[src/rtl/cache_mem_arbiter.sv]
// Shares the pmem line port between I-cache and D-cache (D has priority).
// Optional I-cache anti-starvation: define CACHE_ARB_ANTI_STARVE_EN.
module cache_mem_arbiter #(
  parameter int ADDR_WIDTH   = 32,
  parameter int LINE_WIDTH   = 256,
  parameter int STARVE_LIMIT = 4
) (
  input  logic                  clk,
  input  logic                  rst,
  input  logic                  i_pmem_read,
  input  logic [ADDR_WIDTH-1:0] i_pmem_address,
  output logic [LINE_WIDTH-1:0] i_pmem_rdata,
  output logic                  i_pmem_resp,
  input  logic                  d_pmem_read,
  input  logic                  d_pmem_write,
  input  logic [ADDR_WIDTH-1:0] d_pmem_address,
  input  logic [LINE_WIDTH-1:0] d_pmem_wdata,
  output logic [LINE_WIDTH-1:0] d_pmem_rdata,
  output logic                  d_pmem_resp,
  output logic                  pmem_read,
  output logic                  pmem_write,
  output logic [ADDR_WIDTH-1:0] pmem_address,
  output logic [LINE_WIDTH-1:0] pmem_wdata,
  input  logic [LINE_WIDTH-1:0] pmem_rdata,
  input  logic                  pmem_resp,
  output logic [1:0]            arb_owner
);

  typedef enum logic [1:0] {
    IDLE, SERVE_I, SERVE_D, RECOVER
  } state_t;

  state_t                state_q, state_d;
  logic                  op_wr_q, op_wr_d;
  logic [ADDR_WIDTH-1:0] addr_q, addr_d;
  logic [LINE_WIDTH-1:0] wdata_q, wdata_d;
  logic                  d_req;
  logic                  force_i;
  logic                  grant_d;
  logic                  grant_i;

  assign d_req   = d_pmem_read | d_pmem_write;
  assign grant_d = (state_q == IDLE) & d_req & ~force_i;
  assign grant_i = (state_q == IDLE) & i_pmem_read & ~grant_d;

`ifdef CACHE_ARB_ANTI_STARVE_EN
  localparam int CW = $clog2(STARVE_LIMIT + 1);
  localparam logic [CW-1:0] LIMIT = CW'(STARVE_LIMIT);

  logic [CW-1:0] starve_q, starve_d;

  assign force_i = i_pmem_read & (starve_q == LIMIT);

  always_comb begin
    starve_d = starve_q;
    if (grant_i)
      starve_d = '0;
    else if (grant_d && i_pmem_read && starve_q != LIMIT)
      starve_d = starve_q + CW'(1);
  end

  always_ff @(posedge clk) begin
    if (!rst) starve_q <= '0;
    else      starve_q <= starve_d;
  end
`else
  assign force_i = 1'b0;
`endif

  always_ff @(posedge clk) begin
    if (!rst) begin
      state_q <= IDLE;
      op_wr_q <= 1'b0;
      addr_q  <= '0;
      wdata_q <= '0;
    end else begin
      state_q <= state_d;
      op_wr_q <= op_wr_d;
      addr_q  <= addr_d;
      wdata_q <= wdata_d;
    end
  end

  // Command fields come only from the latches so they hold until pmem_resp.
  assign pmem_address = addr_q;
  assign pmem_wdata   = wdata_q;
  assign i_pmem_rdata = pmem_rdata;
  assign d_pmem_rdata = pmem_rdata;

  always_comb begin
    state_d     = state_q;
    op_wr_d     = op_wr_q;
    addr_d      = addr_q;
    wdata_d     = wdata_q;
    pmem_read   = 1'b0;
    pmem_write  = 1'b0;
    i_pmem_resp = 1'b0;
    d_pmem_resp = 1'b0;
    arb_owner   = 2'b00;
    unique case (state_q)
      IDLE: begin
        if (grant_d) begin
          op_wr_d = d_pmem_write;
          addr_d  = d_pmem_address;
          wdata_d = d_pmem_wdata;
          state_d = SERVE_D;
        end else if (grant_i) begin
          op_wr_d = 1'b0;
          addr_d  = i_pmem_address;
          state_d = SERVE_I;
        end
      end
      SERVE_I: begin
        pmem_read   = ~op_wr_q;
        pmem_write  = op_wr_q;
        arb_owner   = 2'b01;
        i_pmem_resp = pmem_resp;
        if (pmem_resp) state_d = RECOVER;
      end
      SERVE_D: begin
        pmem_read   = ~op_wr_q;
        pmem_write  = op_wr_q;
        arb_owner   = 2'b10;
        d_pmem_resp = pmem_resp;
        if (pmem_resp) state_d = RECOVER;
      end
      RECOVER: state_d = IDLE;
      default: state_d = IDLE;
    endcase
  end

  a_d_rw_excl: assert property (@(posedge clk) disable iff (!rst)
    !(d_pmem_read && d_pmem_write));

  a_cmd_excl: assert property (@(posedge clk)
    !(pmem_read && pmem_write));

endmodule

[config.mk]
export PLATFORM = sky130hd
export DESIGN_NAME = cache_mem_arbiter
export DESIGN_NICKNAME = d
export VERILOG_FILES = /design/src/rtl/cache_mem_arbiter.sv
export SDC_FILE = /design/constraint.sdc
export NUM_CORES = 1
export LEC_CHECK = 0
export BUFFER_PORTS_ARGS = -buffer_cell sky130_fd_sc_hd__clkbuf_2
export CAP_MARGIN = 15
export CELL_PAD_IN_SITES_DETAIL_PLACEMENT = 1
export CELL_PAD_IN_SITES_GLOBAL_PLACEMENT = 1
export CORE_AREA = 2 2 533 535
export CTS_BUF_LIST = sky130_fd_sc_hd__clkbuf_4
export CTS_CLUSTER_DIAMETER = 30
export CTS_CLUSTER_SIZE = 20
export DETAILED_ROUTE_END_ITERATION = 10
export DIE_AREA = 0 0 535 537
export PLACE_DENSITY = 0.34
export SLEW_MARGIN = 20
export SYNTH_ARGS = -nofsm -noshare
export SYNTH_HDL_FRONTEND = slang
export SYNTH_SLANG_ARGS = --single-unit
[constraint.sdc]
create_clock -name clk -period 1.65 [get_ports clk]
set_input_delay 0.165 -clock clk [delete_from_list [all_inputs] [get_ports clk]]
set_output_delay 0.165 -clock clk [all_outputs]
set_load 0.01 [all_outputs]
==> impl_metrics.json, run 1 <==
{
  "outcome": "finished with violations",
  "failing_checks": "negative setup slack",
  "clk_path_buf_depth": 4,
  "detailed_place.area_mm2": 0.0189,
  "num-nets-final": 3471,
  "synth-seq-area-share_pct": 40.3,
  "synthesis.area_mm2": 0.0145,
  "cts.clk_slew.worst_paths_ns": 0.06,
  "report.final.hold_viol_count": 0,
  "grt_remaining_overflow": 0,
  "critical_path.max_fanout": 3,
  "grt_usage_pct": 9.61,
  "clkSinkCount": 291,
  "worst_setup_path_startpoint": "state_q[1]",
  "worst_hold_path_type": "input port to flop",
  "setup.worst_path.start_class": "flop",
  "placed_cells_incl_taps": 5664,
  "intPower_mw": 27.9,
  "postSynthAreaPerCell_um2": 7.87,
  "gp_congestion": 0.761,
  "max_freq_mhz": 427,
  "vias_in_the_first_global_route": 18100,
  "dr_total_vias": 17100,
  "synth.top_cells.by_area": "sky130_fd_sc_hd__dfxtp_1 40%, sky130_fd_sc_hd__buf_4 27%, sky130_fd_sc_hd__nand2_1 13%",
  "antenna_found_initial": 42,
  "max_slew.worst_pin.slew_ns": 0.629,
  "final_cells": 6730,
  "drt_iter0_markers": 469,
  "main_combinational_cell_family_by_area_after_synthesis": "buffers and inverters",
  "finalWorstPathRequiredPeriod_ns": 2.34,
  "combinationalPowerShare_pct": 57.9,
  "io_buffers": 619,
  "finalSetupViolCount": 560,
  "critical_path.endpoint_type": "primary output",
  "unrepaired_setup_endpoints_after_global_routing": "yes",
  "hold_slack_ns": 0.234,
  "chipHeight_um": 537,
  "post_synth_and_or_nand_nor_area_fraction_pct": 16.7,
  "cts_tree": "done",
  "final.setup_skew_ns": 0.139,
  "global_route_wire_length_before_repair_um": 180000,
  "synth_top_area_share_pct": 40.3,
  "cellPowerDensity_mw_per_mm2": 1400,
  "synthesized_nets": 2426,
  "fin_util_pct": 12.0,
  "placement.setup.worst_slack_ns": -0.107,
  "grt_max_degree": 69,
  "netSwitchingPower_mw": 19.3,
  "detail_route.vias_per_cell": 2.54,
  "compound_gate_portion_of_the_synthesized_area_pct": 12.2,
  "design.portCount": 1388,
  "design_power_total_mw": 47.2,
  "synth.ff_latch_count": 291,
  "synth.distinct_cells": 26,
  "final_min_period_over_clock_period_pct": 142,
  "cts.htree.levels": 3,
  "die_area_mm2": 0.287,
  "drc_violation_count_after_routing": 0,
  "crit-reg2reg-launch": "state_q[0]",
  "dp_hpwl_um": 119000,
  "cts-buffers-inserted": 113,
  "yosys.area_share.xor_xnor_pct": 0,
  "layout_common_cells": "662 x sky130_fd_sc_hd__dlygate4sd3_1, 436 x sky130_fd_sc_hd__nand2_1, 337 x sky130_fd_sc_hd__clkbuf_2",
  "floorplan.initialDensity_pct": 5.14,
  "chip_width_um": 535,
  "critPathKind": "flop to primary output",
  "worst-r2r-cell-count": 10,
  "slew_headroom_pct": 58.1,
  "detail_route.first_pass.iterations": 4,
  "power_leakage_nw": 13.4,
  "fraction_of_final_layout_cells_with_drive_strength_greater_than_1_pct": 50.8,
  "seq_power_share_pct": 22.8,
  "hold_path.startpoint": "i_pmem_address[25]",
  "route.final.wire_length_um": 151000,
  "placementRows": 195,
  "hold_depth": 6,
  "max_cap_violations": 0,
  "p_sw_share_pct": 40.8,
  "postSynthCellCount": 1838,
  "synth_adder_area_share_pct": 0.519,
  "tns_ns": -64.26,
  "wl_per_cell_um": 22.4,
  "clock_tree.root_cell": "sky130_fd_sc_hd__clkbuf_4",
  "synth.mux.area_fraction_pct": 0.0779,
  "cell_accounting_for_the_most_synthesized_area": "sky130_fd_sc_hd__dfxtp_1",
  "worstSkewPairLatency_ns": 1.22,
  "timing.final.max_slew_violations": 0,
  "nFillCells": 33200,
  "crit_path_dat_ns": 2.18,
  "antenna_left": 0,
  "layout-area-overhead-vs-synth_pct": 132,
  "power.clock.fraction_pct": 19.3,
  "final_area_mm2": 0.0336,
  "vdd_drop_max_mv": 0.602,
  "standard_cell_core_area_mm2": 0.281,
  "worstPathRequired_ns": 1.48,
  "finalWorstSetupSlack_ns": -0.692,
  "yosysWarningCount": 0,
  "most_frequent_standard_cell_in_the_layout_excluding_fill_and_tap_cells": "sky130_fd_sc_hd__dlygate4sd3_1"
}
==> state kept, by name, summed over array words and instances (netlist names) <==
register      count
state_q           2
pmem_address     32
op_wr_q           1
pmem_wdata      256
==> area by class of cell <==
class                           instances  area (um2)  share of cell area, %
Tap cell                             3743        4680                   13.9
Antenna cell                           17        42.5                  0.127
Clock buffer                          126         946                   2.81
Inverter                                3        18.8                 0.0558
Multi-Input combinational cell        923        5130                   15.3
Clock inverter                         76         462                   1.37
Timing Repair Buffer                 1551       16100                   47.7
Sequential cell                       291        6290                   18.7
==> cell families (layout without fill, tap and decap cells) <==
kind of cell               count (synthesis)  in the layout
buffers and inverters                    625           1756
other                                      0             17
AOI/OAI and AO/OA                        330            331
adders and majority gates                  6              6
and+or+nand+nor                          585            585
muxes                                      1              1
DFF                                      291            291
==> power by group through the flow <==
stage / combinational, mW / sequential [mW] / clock [mW]
2_1_floorplan: 6.67 / 10.4 / 0
3_3_place_gp: 15.1 / 9.89 / 0
3_5_place_dp: 15.2 / 9.93 / 0
4_1_cts: 21.6 / 10.4 / 9.88
5_1_grt: 29.6 / 10.9 / 10.2
6_report: 27.3 / 10.7 / 9.12
==> metal layers <==
metal	vias to the layer above	routed length, um	GRT usage (%)
met5	-	328	0.329
met2	1164	60700	13.6
met3	507	34100	10.2
met4	24	10500	6.33
met1	7803	45100	8.10
li1	7611	-	-
==> what timing repair did <==
item	4_1_cts	5_1_grt
pin swaps	1	114
setup buffers	58	91
endpoints found under the hold margin	291	2
gates cloned	11	26
hold buffers	663	1
resized for setup	757	579
endpoints found under the setup margin	514	566
==> synth_stat cells (all sizes together) <==
cell	instances
o21ai	36
clkbuf	44
dfxtp	291
and2	3
nand2	512
o311a	1
a211oi	32
or4b	32
a21oi	257
nor2b	2
o31a	1
mux2	1
inv	3
buf	578
nor4b	1
ha	6
a22oi	1
nor2	35
a2111o	1
o21a	1
==> critical path: stages, from the launching register on <==
cell	delay [ns]
sky130_fd_sc_hd__dfxtp_2	0.33
sky130_fd_sc_hd__inv_2	0.05
sky130_fd_sc_hd__ha_4	0.28
sky130_fd_sc_hd__and2_4	0.16
sky130_fd_sc_hd__buf_12	0.12
==> path summary, 6_finish.rpt <==
path / endpoint / slack (ns)
worst max register to register: pmem_wdata[243] / -0.18
worst max-delay path: pmem_write / -0.69
worst min-delay path: pmem_address[25] / 0.23
worst min register to register: pmem_wdata[142] / 0.46
Note: power is estimated with default switching activity, not from simulation.
==> run 2, diff against run 1 <==
--- a/config.mk
+++ b/config.mk
@@ -15,7 +15,8 @@
 export CTS_CLUSTER_SIZE = 20
 export DETAILED_ROUTE_END_ITERATION = 10
 export DIE_AREA = 0 0 535 537
-export PLACE_DENSITY = 0.34
+export PLACE_DENSITY = 0.3
+export RECOVER_POWER = 100
 export SLEW_MARGIN = 20
 export SYNTH_ARGS = -nofsm -noshare
 export SYNTH_HDL_FRONTEND = slang
==> run 2 against run 1 <==
  * The run still ends with negative setup slack left
  * Critical endpoint unchanged
  * Non-clock buffer count down 112
  * Die area unchanged
  * Largest cell class unchanged
  * Worst hold slack better by 0.083 ns
==> impl_metrics.json, run 2 (synthesis gave the netlist of run 1 again) <==
{
  "num-nets-final": 3381,
  "r2r_slack_ns": -0.23,
  "worstPathRequired_ns": 1.48,
  "power.clock.fraction_pct": 25.5,
  "clkSinkCount": 291,
  "outcome": "finished with violations",
  "largest_register_ff_count": 256,
  "cts.htree.levels": 4,
  "timing.final.max_slew_violations": 0,
  "worstSkewPairLatency_ns": 1.13,
  "hold_depth": 5,
  "placementRows": 195,
  "dr_total_vias": 16400,
  "power_leakage_nw": 12.2,
  "vias_in_the_first_global_route": 17600,
  "drt_iter0_markers": 455,
  "netSwitchingPower_mw": 16.7,
  "critPathKind": "flop to primary output",
  "final.setup_skew_ns": 0.130,
  "final_area_mm2": 0.0312,
  "hold_slack_ns": 0.317,
  "chip_width_um": 535,
  "dp_hpwl_um": 115000,
  "fraction_of_final_layout_cells_with_drive_strength_greater_than_1_pct": 45.4,
  "failing_checks": "negative setup slack",
  "hold_path.startpoint": "i_pmem_address[14]",
  "crit-reg2reg-launch": "state_q[0]",
  "global_route_wire_length_before_repair_um": 171000,
  "crit_path_dat_ns": 1.96,
  "combinationalPowerShare_pct": 48.6,
  "critical_path.endpoint_type": "primary output",
  "grt_remaining_overflow": 0,
  "antenna_left": 0,
  "finalWorstPathRequiredPeriod_ns": 2.13,
  "die_area_mm2": 0.287,
  "max_freq_mhz": 470,
  "antenna_found_initial": 36,
  "grt_usage_pct": 9.11,
  "route.final.wire_length_um": 137000,
  "floorplan.initialDensity_pct": 5.14,
  "slew_headroom_pct": 67.5,
  "drc_violation_count_after_routing": 0,
  "unrepaired_setup_endpoints_after_global_routing": "yes",
  "gp_congestion": 0.739,
  "rr_endpoint": "pmem_wdata[50]",
  "max_slew.worst_pin.slew_ns": 0.488,
  "max_cap_violations": 0,
  "wl_per_cell_um": 20.6,
  "final_min_period_over_clock_period_pct": 129,
  "design.portCount": 1388,
  "cellPowerDensity_mw_per_mm2": 1320,
  "critical_path.max_fanout": 3,
  "detail_route.first_pass.iterations": 4,
  "worst_hold_path_type": "input port to flop",
  "cts-buffers-inserted": 136,
  "hold-path-endpoint": "pmem_address[14]",
  "design_power_total_mw": 41.0,
  "vdd_drop_max_mv": 0.573,
  "io_buffers": 619,
  "chipHeight_um": 537,
  "finalWorstSetupSlack_ns": -0.476,
  "report.final.hold_viol_count": 0,
  "detailed_place.area_mm2": 0.0190,
  "seq_power_share_pct": 26.0,
  "finalSetupViolCount": 355,
  "most_frequent_standard_cell_in_the_layout_excluding_fill_and_tap_cells": "sky130_fd_sc_hd__dlygate4sd3_1",
  "grt_max_degree": 69,
  "layout_common_cells": "632 x sky130_fd_sc_hd__dlygate4sd3_1, 512 x sky130_fd_sc_hd__nand2_1, 330 x sky130_fd_sc_hd__clkbuf_2",
  "cts.clk_slew.worst_paths_ns": 0.04,
  "intPower_mw": 24.3,
  "p_sw_share_pct": 40.8,
  "layout-area-overhead-vs-synth_pct": 116,
  "detail_route.vias_per_cell": 2.46,
  "clock_tree.root_cell": "sky130_fd_sc_hd__clkbuf_4",
  "standard_cell_core_area_mm2": 0.281,
  "cts_tree": "done",
  "setup.worst_path.start_class": "flop",
  "clk_path_buf_depth": 4,
  "worst-r2r-cell-count": 8
}
==> run 2: timing repair <==
action,CTS,global route
resized for setup,763,336
hold endpoints to repair,291,0
cloned,0,1
endpoints found under the setup margin,301,299
pin swaps,3,2
hold buffers,632,0
buffers inserted,43,56
==> run 2: layout make-up <==
class	instances	area (um2)
fill	33400	250000
timing repair buffer	1439	14200
sequential	291	6240
tap	3743	4680
multi-input combinational	922	4360
clock buffer	180	1350
clock inverter	53	323
antenna	18	45.0
inverter	3	18.8
==> run 2: per-layer routing <==
| metal | up-vias | GRT usage [%] | routed length (um) |
|---|---|---|---|
| met5 | - | 0.181 | 144 |
| met4 | 14 | 5.32 | 8680 |
| met3 | 452 | 9.73 | 32400 |
| met2 | 1134 | 12.3 | 52900 |
| met1 | 7363 | 8.29 | 43200 |
| li1 | 7411 | - | - |
==> run 2: through the flow <==
step	instances	utilization, %	TNS (ns)	setup slack, ns
global route	6639	11.1	-119.44	-0.726
global placement	5666	6.74	-0.429	-0.0477
finish	6649	11.1	-24.04	-0.476
detailed placement	5666	6.74	-0.104	-0.0397
CTS	6574	10.7	-102.09	-0.762
floorplan	1838	-	0	0.137
==> run 2: worst max path at each step <==
stage	start	to	slack (ns)
final	state_q[0]	pmem_write	-0.48
after global routing	state_q[1]	pmem_write	-0.73
after CTS	state_q[0]	pmem_write	-0.76
after detailed placement	d_pmem_write	pmem_address[14]	-0.04
after global placement	d_pmem_write	pmem_address[14]	-0.05
after floorplan	state_q[0]	state_q[0]	0.14
==> run 2: critical path, stage by stage (launching register included) <==
cell,delay (ns)
sky130_fd_sc_hd__dfxtp_2,0.33
sky130_fd_sc_hd__inv_2,0.06
sky130_fd_sc_hd__ha_4,0.29
sky130_fd_sc_hd__and2_4,0.15
sky130_fd_sc_hd__buf_12,0.12
==> run 2: power groups by stage <==
| stage | clock network [mW] | logic, mW | registers [mW] |
|---|---|---|---|
| floorplan | 0 | 6.67 | 10.4 |
| global placement | 0 | 15.8 | 9.86 |
| detailed placement | 0 | 15.8 | 9.89 |
| CTS | 11.3 | 19.9 | 10.3 |
| global route | 11.7 | 22.1 | 10.9 |
| finish | 10.4 | 19.9 | 10.6 |
==> run 3, diff against run 2 <==
--- a/config.mk
+++ b/config.mk
@@ -17,6 +17,7 @@
 export DIE_AREA = 0 0 535 537
 export PLACE_DENSITY = 0.3
 export RECOVER_POWER = 100
+export REMOVE_ABC_BUFFERS = 1
 export SLEW_MARGIN = 20
 export SYNTH_ARGS = -nofsm -noshare
 export SYNTH_HDL_FRONTEND = slang
==> run 3 against run 2 <==
  * Total power rose by 20%
  * Via count rose by 20%
  * Clock power fell by 19%
  * Clock skew rose by 0.035 ns
  * Sequential power barely moved
  * Critical endpoint is now pmem_read
  * Register-to-register slack improved by 0.02 ns
  * The run still ends with negative setup slack left
  * Fmax fell by 2.8%
  * Critical path depth did not move
  * Non-clock buffer count rose by 71
  * Critical path type unchanged
  * Utilization rose by 1.2 points
  * Flip-flop and latch count did not move
  * Final cell count rose by 0.48%
==> impl_metrics.json, run 3 (synthesis gave the netlist of run 1 again) <==
{
  "chip_width_um": 535,
  "cts.clk_slew.worst_paths_ns": 0.06,
  "hold_slack_ns": 0.207,
  "finalWorstPathRequiredPeriod_ns": 2.19,
  "placement.setup.worst_slack_ns": -0.125,
  "met2_usage_pct": 31.8,
  "worstPathCellList": "inv_2 -> ha_4 -> nor2b_4 -> buf_8",
  "route.final.wire_length_um": 311000,
  "dp_hpwl_um": 260000,
  "layout-area-overhead-vs-synth_pct": 140,
  "most_frequent_standard_cell_in_the_layout_excluding_fill_and_tap_cells": "sky130_fd_sc_hd__dlygate4sd3_1",
  "clk_path_buf_depth": 3,
  "largest_register_ff_count": 256,
  "worstPathBufferInverterCount": 2,
  "slew_headroom_pct": 63.8,
  "clkSinkCount": 291,
  "crit-reg2reg-launch": "state_q[1]",
  "gp_congestion": 1.05,
  "antenna_left": 0,
  "max_slew.worst_pin.slew_ns": 0.544,
  "worstSkewPairLatency_ns": 1.05,
  "worst_hold_path_type": "input port to flop",
  "vdd_drop_max_mv": 0.708,
  "final_area_mm2": 0.0347,
  "standard_cell_core_area_mm2": 0.281,
  "critical-path-slowest-cell": "sky130_fd_sc_hd__dfxtp_2",
  "timing.final.max_slew_violations": 0,
  "grt_remaining_overflow": 0,
  "cts_tree": "done",
  "placed_cells_incl_taps": 5675,
  "use_met1_pct": 12.8,
  "drt_iter0_markers": 1243,
  "layout_common_cells": "618 x sky130_fd_sc_hd__dlygate4sd3_1, 326 x sky130_fd_sc_hd__clkbuf_2, 295 x sky130_fd_sc_hd__nand2_1",
  "design.portCount": 1388,
  "die_area_mm2": 0.287,
  "finalWorstSetupSlack_ns": -0.536,
  "cts.htree.levels": 3,
  "chipHeight_um": 537,
  "setup.worst_path.start_class": "flop",
  "cts-buffers-inserted": 111,
  "critical_path.max_fanout": 3,
  "power_leakage_nw": 13.9,
  "unrepaired_setup_endpoints_after_global_routing": "yes",
  "fraction_of_final_layout_cells_with_drive_strength_greater_than_1_pct": 61.3,
  "global_route_wire_length_before_repair_um": 343000,
  "grt-busiest-layer": "met2",
  "hold_path.startpoint": "d_pmem_wdata[184]",
  "outcome": "finished with violations",
  "worstPathRequired_ns": 1.48,
  "final.setup_skew_ns": 0.165,
  "floorplan.initialDensity_pct": 5.14,
  "detailed_place.area_mm2": 0.0190,
  "drc_violation_count_after_routing": 0,
  "antenna_found_initial": 71,
  "failing_checks": "negative setup slack",
  "crit_path_dat_ns": 2.02,
  "wl_per_cell_um": 46.6,
  "critical_path.endpoint_type": "primary output",
  "design_power_total_mw": 49.2,
  "globalRouteMet3Util_pct": 25.9,
  "max_freq_mhz": 457,
  "cpPeakStageDelay_ns": 0.34,
  "detail_route.vias_per_cell": 2.95,
  "num-nets-final": 3427,
  "final_cells": 6681,
  "cellPowerDensity_mw_per_mm2": 1420,
  "cpLargestDelayFamily": "flip-flops",
  "clock_tree.root_cell": "sky130_fd_sc_hd__clkbuf_4",
  "worst_setup_path_startpoint": "state_q[1]",
  "grt_usage_pct": 20.4,
  "io_buffers": 619,
  "report.final.hold_viol_count": 0,
  "grt_max_degree": 58,
  "placementRows": 195,
  "detail_route.first_pass.iterations": 5,
  "vias_in_the_first_global_route": 17900,
  "finalSetupViolCount": 261,
  "max_cap_violations": 0,
  "critPathKind": "flop to primary output",
  "dr_total_vias": 19700,
  "final_min_period_over_clock_period_pct": 132
}
## run 3: metal layers
metal | wire (um) | vias to the layer above
met5 | 6800 | -
li1 | - | 7514
met4 | 14100 | 68
met1 | 72100 | 9016
met2 | 138000 | 2719
met3 | 80500 | 410
## run 3: path summary, 6_finish.rpt
check | to | slack, ns | cells after the start
worst max-delay path | pmem_read | -0.54 | 4
worst min-delay path | pmem_wdata[184] | 0.21 | 4
worst max register to register | pmem_address[6] | -0.21 | 9
worst min register to register | pmem_wdata[54] | 0.46 | 2
## run 3: layout make-up
cell class,instances,area [um2]
Clock inverter,60,287
Multi-Input combinational cell,922,6510
Timing Repair Buffer,1510,15800
Tap cell,3743,4680
Fill cell,33000,247000
Clock buffer,139,1040
Sequential cell,291,6320
Inverter,3,18.8
Antenna cell,13,32.5
## run 3: worst min-delay path, delay by kind of cell
family          cells  cell delay, ns
compound gates      1            0.05
buf+inv             2            0.83
simple gates        1            0.09
## run 3: power by group
group	leakage (nW)	internal (mW)	switching, mW
Clock	0.790	4.03	4.42
Combinational	10.6	15.4	14.5
Sequential	2.52	9.16	1.70
## run 3: through the flow
step                      setup TNS, ns  utilization (%)
after detailed placement          -2.76             6.76
after global routing             -84.97             12.3
after global placement            -2.75             6.76
after floorplan                -1196.16                -
after CTS                        -78.89             10.7
final                            -14.88             12.3
## run 3: repair_timing
item	CTS	global route
pin swaps	32	325
setup buffers	42	93
endpoints found under the setup margin	533	570
endpoints found under the hold margin	291	5
hold buffers	615	5
gates cloned	16	34
gates resized for setup	723	1087
